`src/rtl/bsh_pkg.sv`:
```
// Shared types for the pipelined barrel shifter: operation encoding and its width.
package bsh_pkg;

  localparam int BSH_OP_W = 2;

  typedef enum logic [BSH_OP_W-1:0] {
    BSH_SLL = 2'b00,
    BSH_SRL = 2'b01,
    BSH_SRA = 2'b10,
    BSH_ROR = 2'b11
  } bsh_op_t;

endpackage

```
`src/rtl/bsh_if.sv`:
```
// Valid/ready bus between a requester and the pipelined barrel shifter.
// Optional status flags (out_zero, out_carry) exist only when BSH_FLAGS_EN is defined.
interface bsh_if #(
  parameter int WIDTH = 32
);
  import bsh_pkg::*;

  localparam int SHAMT_W = $clog2(WIDTH);

  logic               in_valid;
  logic               in_ready;
  logic [WIDTH-1:0]   data_in;
  logic [SHAMT_W-1:0] shift_amt;
  bsh_op_t            op;
  logic               out_valid;
  logic               out_ready;
  logic [WIDTH-1:0]   data_out;
`ifdef BSH_FLAGS_EN
  logic               out_zero;
  logic               out_carry;
`endif

  modport master (
    output in_valid, data_in, shift_amt, op, out_ready,
    input  in_ready, out_valid, data_out
`ifdef BSH_FLAGS_EN
    , input out_zero, out_carry
`endif
  );

  modport slave (
    input  in_valid, data_in, shift_amt, op, out_ready,
    output in_ready, out_valid, data_out
`ifdef BSH_FLAGS_EN
    , output out_zero, out_carry
`endif
  );

endinterface

```
`src/rtl/bsh_stage.sv`:
```
// One combinational log2 shifter stage: shifts or rotates by DIST when enabled.
module bsh_stage
  import bsh_pkg::*;
#(
  parameter int WIDTH = 32,
  parameter int DIST  = 1
) (
  input  logic [WIDTH-1:0] i_data,
  input  bsh_op_t          i_op,
  input  logic             i_enable,
  output logic [WIDTH-1:0] o_data
);

  always_comb begin
    o_data = i_data;
    if (i_enable) begin
      case (i_op)
        BSH_SLL: o_data = i_data << DIST;
        BSH_SRL: o_data = i_data >> DIST;
        BSH_SRA: o_data = $signed(i_data) >>> DIST;
        BSH_ROR: o_data = {i_data[DIST-1:0], i_data[WIDTH-1:DIST]};
        default: o_data = i_data;
      endcase
    end
  end

endmodule

```
`src/rtl/pipelined_barrel_shifter.sv`:
```
// Pipelined barrel shifter: one log2 stage per register, fixed latency of $clog2(WIDTH) cycles.
// Define BSH_FLAGS_EN to add the out_zero/out_carry status flags aligned with data_out.
module pipelined_barrel_shifter
  import bsh_pkg::*;
#(
  parameter int WIDTH = 32
) (
  input logic  clk,
  input logic  rst_n,
  bsh_if.slave bus
);

  localparam int SHAMT_W = $clog2(WIDTH);
  localparam int LAST    = SHAMT_W - 1;

  logic               r_valid    [SHAMT_W];
  logic [WIDTH-1:0]   r_data     [SHAMT_W];
  bsh_op_t            r_op       [LAST];
  logic [SHAMT_W-1:0] r_amt      [LAST];
  logic [WIDTH-1:0]   w_stageIn  [SHAMT_W];
  logic [WIDTH-1:0]   w_stageOut [SHAMT_W];
  bsh_op_t            w_stageOp  [SHAMT_W];
  logic               w_stageEn  [SHAMT_W];
  logic               w_stall;

  assign w_stall       = r_valid[LAST] & ~bus.out_ready;
  assign bus.in_ready  = ~w_stall;
  assign bus.out_valid = r_valid[LAST];
  assign bus.data_out  = r_data[LAST];

  // Stage k consumes amount bit k; stage 0 works straight off the input port.
  for (genvar k = 0; k < SHAMT_W; k++) begin : g_stage
    if (k == 0) begin : g_head
      assign w_stageIn[k] = bus.data_in;
      assign w_stageOp[k] = bus.op;
      assign w_stageEn[k] = bus.shift_amt[0];
    end else begin : g_tail
      assign w_stageIn[k] = r_data[k-1];
      assign w_stageOp[k] = r_op[k-1];
      assign w_stageEn[k] = r_amt[k-1][k];
    end

    bsh_stage #(
      .WIDTH (WIDTH),
      .DIST  (2 ** k)
    ) u_stage (
      .i_data   (w_stageIn[k]),
      .i_op     (w_stageOp[k]),
      .i_enable (w_stageEn[k]),
      .o_data   (w_stageOut[k])
    );
  end

`ifdef BSH_FLAGS_EN
  logic [SHAMT_W-1:0] w_carryIdx;
  logic               w_carryIn;
  logic               r_carry [SHAMT_W];

  // WIDTH is a power of two, so WIDTH-amt wraps naturally in SHAMT_W bits.
  always_comb begin
    w_carryIdx = (bus.op == BSH_SLL) ? (SHAMT_W'(0) - bus.shift_amt)
                                     : (bus.shift_amt - SHAMT_W'(1));
    w_carryIn  = (bus.shift_amt != '0) ? bus.data_in[w_carryIdx] : 1'b0;
  end

  assign bus.out_zero  = r_valid[LAST] & (r_data[LAST] == '0);
  assign bus.out_carry = r_valid[LAST] & r_carry[LAST];
`endif

  // A stall freezes every stage, bubbles included, so latency stays fixed.
  always_ff @(posedge clk) begin
    if (!rst_n) begin
      for (int k = 0; k < SHAMT_W; k++) begin
        r_valid[k] <= 1'b0;
        r_data[k]  <= '0;
`ifdef BSH_FLAGS_EN
        r_carry[k] <= 1'b0;
`endif
      end
      for (int k = 0; k < LAST; k++) begin
        r_op[k]  <= BSH_SLL;
        r_amt[k] <= '0;
      end
    end else if (!w_stall) begin
      r_valid[0] <= bus.in_valid;
      r_op[0]    <= bus.op;
      r_amt[0]   <= bus.shift_amt;
`ifdef BSH_FLAGS_EN
      r_carry[0] <= w_carryIn;
      for (int k = 1; k < SHAMT_W; k++) r_carry[k] <= r_carry[k-1];
`endif
      for (int k = 1; k < SHAMT_W; k++) r_valid[k] <= r_valid[k-1];
      for (int k = 1; k < LAST; k++) begin
        r_op[k]  <= r_op[k-1];
        r_amt[k] <= r_amt[k-1];
      end
      for (int k = 0; k < SHAMT_W; k++) r_data[k] <= w_stageOut[k];
    end
  end

endmodule

```
`src/flat_wrapper.sv`:
```
// flat-port wrapper written by rule: the top's interface ports become plain ports
module pipelined_barrel_shifter_flat import bsh_pkg::*;
#(
  parameter int WIDTH = 32
)
  (clk, rst_n, bus_in_valid, bus_data_in, bus_shift_amt, bus_op, bus_out_ready, bus_in_ready, bus_out_valid, bus_data_out);
  bsh_if #(.WIDTH(WIDTH)) bus_i ();
  input logic clk;
  input logic rst_n;
  input wire logic [$bits(bus_i.in_valid)-1:0] bus_in_valid;
  input wire logic [$bits(bus_i.data_in)-1:0] bus_data_in;
  input wire logic [$bits(bus_i.shift_amt)-1:0] bus_shift_amt;
  input wire logic [$bits(bus_i.op)-1:0] bus_op;
  input wire logic [$bits(bus_i.out_ready)-1:0] bus_out_ready;
  output wire logic [$bits(bus_i.in_ready)-1:0] bus_in_ready;
  output wire logic [$bits(bus_i.out_valid)-1:0] bus_out_valid;
  output wire logic [$bits(bus_i.data_out)-1:0] bus_data_out;
  assign bus_i.in_valid = bus_in_valid;
  assign bus_i.data_in = bus_data_in;
  assign bus_i.shift_amt = bus_shift_amt;
  assign bus_i.op = bus_op;
  assign bus_i.out_ready = bus_out_ready;
  assign bus_in_ready = bus_i.in_ready;
  assign bus_out_valid = bus_i.out_valid;
  assign bus_data_out = bus_i.data_out;
  pipelined_barrel_shifter #(.WIDTH(WIDTH)) u_core (.clk(clk), .rst_n(rst_n), .bus(bus_i));
endmodule
```
`config.mk`:
```
export PLATFORM = sky130hd
export DESIGN_NAME = pipelined_barrel_shifter_flat
export DESIGN_NICKNAME = d
export VERILOG_FILES = /design/src/rtl/bsh_pkg.sv /design/src/rtl/bsh_if.sv /design/src/rtl/bsh_stage.sv /design/src/rtl/pipelined_barrel_shifter.sv /design/src/flat_wrapper.sv
export SDC_FILE = /design/constraint.sdc
export NUM_CORES = 1
export LEC_CHECK = 0
export ABC_CLOCK_PERIOD_IN_PS = 20800
export CORE_ASPECT_RATIO = 1.2
export CORE_UTILIZATION = 55
export CTS_CLUSTER_DIAMETER = 150
export DETAILED_ROUTE_END_ITERATION = 12
export PLACE_DENSITY = 0.73
export SLEW_MARGIN = 20
export SYNTH_ARGS = -nofsm -noshare
export SYNTH_HDL_FRONTEND = slang
export SYNTH_HIERARCHICAL = 1
export SYNTH_SLANG_ARGS = --single-unit
```
`constraint.sdc`:
```
create_clock -name clk -period 20.8 [get_ports clk]
set_clock_uncertainty 0.15 [all_clocks]
set_input_delay 5.2 -clock clk [delete_from_list [all_inputs] [get_ports clk]]
set_output_delay 5.2 -clock clk [all_outputs]
set_load 0.02 [all_outputs]
```
==> out/qor.txt <==
post-route ant nets: 0
post-CTS resize count: 0
vias in the first global route: 6557
CTS H-tree depth: 4
Hold Path Class: flip-flop to flip-flop
CP cell instances: clkdlybuf4s50_1, nand2b_4, clkdlybuf4s50_1
startpoint types: input port
top cells by area, synth: edfxtp_1 50%, and3_1 11%, mux2i_1 10%
asr flop ratio synth: 0%
YS warnings: 6
Slew @ Worst Pin: 1.04 ns
EDFF count, synth: 183
DR DRC count: 0
CTS buffer count: 17
WP data arrival: 6.65 ns
share of the yosys chip area belonging to registers: 50.4%
commonest cells in the netlist: 183 x and3_1, 183 x edfxtp_1, 113 x a21oi_1, 109 x mux2i_1, 98 x nor2_1
Hold Path Sink: u_core/r_amt[2][3]$_SDFFCE_PN0P_
Top FF cell, synth: edfxtp_1
slowest stage delay, CP: 0.67 ns
CP max FO: 33
critical path class: input port to output port
DP Cell Count: 1249
P per Cell Area: 73.4 nW/um^2
FF-to-FF path depth: 4
Leakage: 0.00507 uW
final worst slack: 8.80 ns
Initial DRC Count: 408
peak supply drop: 0.0684 mV
status: finished clean
met1 Use GR: 20.2%
port buffer count: 76
CP delay by family, top: buffers and inverters
register area: 5500 sq um
Multi-input gate area: 4310 sq um
final count of pins violating max slew: 0
GRT Total Usage: 19.4%
CP max stage cell: clkdlybuf4s50_1
syn_nets: 1081
fill count: 1624
cell taking the most area after synthesis: edfxtp_1
DR vias: 7139
Synth top area share: 50.4%
Die Area: 20400 sq um
first-pass GRT wire length: 31000 microns
Slew HR: 30.2%
Fin. Hold Viols: 0
GR peak layer: met2
worst reg2reg setup slack: 18.49 ns
antenna violations before repair: 0
endpoints failing setup: 0
FF-to-FF Start: u_core/r_op[0][0]$_SDFFCE_PN0P_
Synth Cell Area: 10900 sq um
WHS Path Cells: 1
Syn-to-layout area delta: 6.92%
Skew-Pair Late Insertion Delay: 0.43 ns
drt via density: 5.57
setup fix buffers added after clock tree synthesis: 0
clock sink count: 183
chip width: 131 microns
clock root cell: clkbuf_16
CTS Hold Bufs: 0
Synth Register Bits: 183
post-synthesis cell count: 1038
crit-path most repeated cell: clkdlybuf4s50_1
core area: 19500 sq um
routability cong.: 0.871
Netlist cell types: 33
GRT met3 Usage: 2.91%
fin cells: 1282
clk buf depth: 2
clk slew on worst S/H paths: 0.07 ns
Final Critical Period: 12.00 ns
die height: 156 microns
setup TNS: 0 ns
CP endpoint kind: output port
TritonCTS clock tree: yes
WP buf/inv: 2
GRT overflow: 0
met2 GRT Util: 35.8%
worst reg2reg path endpoint: u_core/r_data[0][36]$_SDFFCE_PN0P_
DP HPWL: 12200 microns
Hold Startpoint: u_core/r_amt[1][3]$_SDFFCE_PN0P_
Place WS: 8.82 ns
total wire length after detailed routing: 18800 microns
Max Cap Viol: 0
# nets final: 1051
WL/cell: 14.6 microns
Initial Util: 56.0%
Top Ports: 77
largest net degree at the start of global routing: 184
share of layout cells above drive strength 1: 5.00%
Fmax achieved: 83.4 MHz
critical path required time: 15.45 ns
drt first pass iters: 5
syn_area_per_cell: 10.5 sq um
row count: 56
period utilisation layout: 57.7%
RSZ-0062 raised after global routing: no
Ant. Diodes: 0
==> power by group <==
group / leakage (uW) / internal (uW) / total (uW) / switching (uW)
Combinational: 0.00262 / 51.5 / 103 / 51.8
Sequential: 0.00218 / 431 / 450 / 19.1
Clock: 0.000267 / 158 / 302 / 145
==> state kept, by name, indices dropped and copies added, names as in the netlist <==
signal / cells
u_core/r_data: 160
u_core/r_valid: 5
u_core/r_op: 8
u_core/r_amt: 10
==> per-layer routing <==
layer / share of wire [%] / up-vias / wire (microns)
li1: - / 3706 / -
met1: 40 / 3222 / 7470
met2: 53 / 162 / 9920
met3: 2.8 / 49 / 522
met4: 4.6 / 0 / 869
met5: 0 / - / 0
==> how the worst max path moves through the flow <==
stage	from	to	cells past startpoint
floorplan	rst_n	u_core/r_amt[0][1]$_SDFFCE_PN0P_	2
global route	bus_out_ready	bus_in_ready	3
detailed placement	bus_out_ready	bus_in_ready	3
CTS	bus_out_ready	bus_in_ready	3
global placement	bus_out_ready	bus_in_ready	3
finish	bus_out_ready	bus_in_ready	3
==> layout make-up <==
class,count,area share (%)
Sequential cell,183,47.1
Multi-Input combinational cell,689,36.9
Timing Repair Buffer,85,7.28
Clock buffer,17,3.65
Tap cell,261,2.80
Clock inverter,15,1.16
Inverter,32,1.03
==> worst reg2reg max path, stage by stage (launching register included) <==
cell	delay, ns
edfxtp_1	0.50
nor2_4	0.83
mux2i_1	0.27
a21oi_1	0.08
and3_1	0.22
==> metrics by stage <==
stage	utilization (%)	power (uW)	instance area, sq um	hold WS (ns)
after global placement	56.9	557	11100	0.373
final	59.8	855	11700	0.390
after global routing	59.8	891	11700	0.400
after floorplan	-	538	10900	0.370
after detailed placement	56.9	560	11100	0.379
after CTS	59.7	861	11600	0.395
==> placed cells by master, fill, tap and decap left out, types with 2 or more instances in the layout <==
master / count
inv_1: 32
inv_8: 3
clkinv_4: 4
buf_6: 2
buf_4: 6
nand2_1: 49
a21oi_1: 113
clkdlybuf4s50_1: 74
and3_1: 183
nand3_1: 31
o22a_1: 15
o21a_1: 11
o211ai_1: 15
edfxtp_1: 183
nand2b_1: 15
clkbuf_16: 17
nor2_8: 2
clkinvlp_4: 3
inv_6: 5
o22ai_1: 30
nor2_1: 98
mux2i_1: 109
a41oi_1: 3
nor2_4: 3
nor2b_1: 3
==> cells by family after synthesis <==
| family | after synthesis | synth area share (%) |
|---|---|---|
| AND/OR/NAND/NOR | 390 | 19.1 |
| AO/OA/AOI/OAI | 190 | 10.4 |
| flip-flops | 183 | 50.4 |
| buffers and inverters | 166 | 10.1 |
| multiplexers | 109 | 10.0 |
Power figures use the tool's default switching activity.
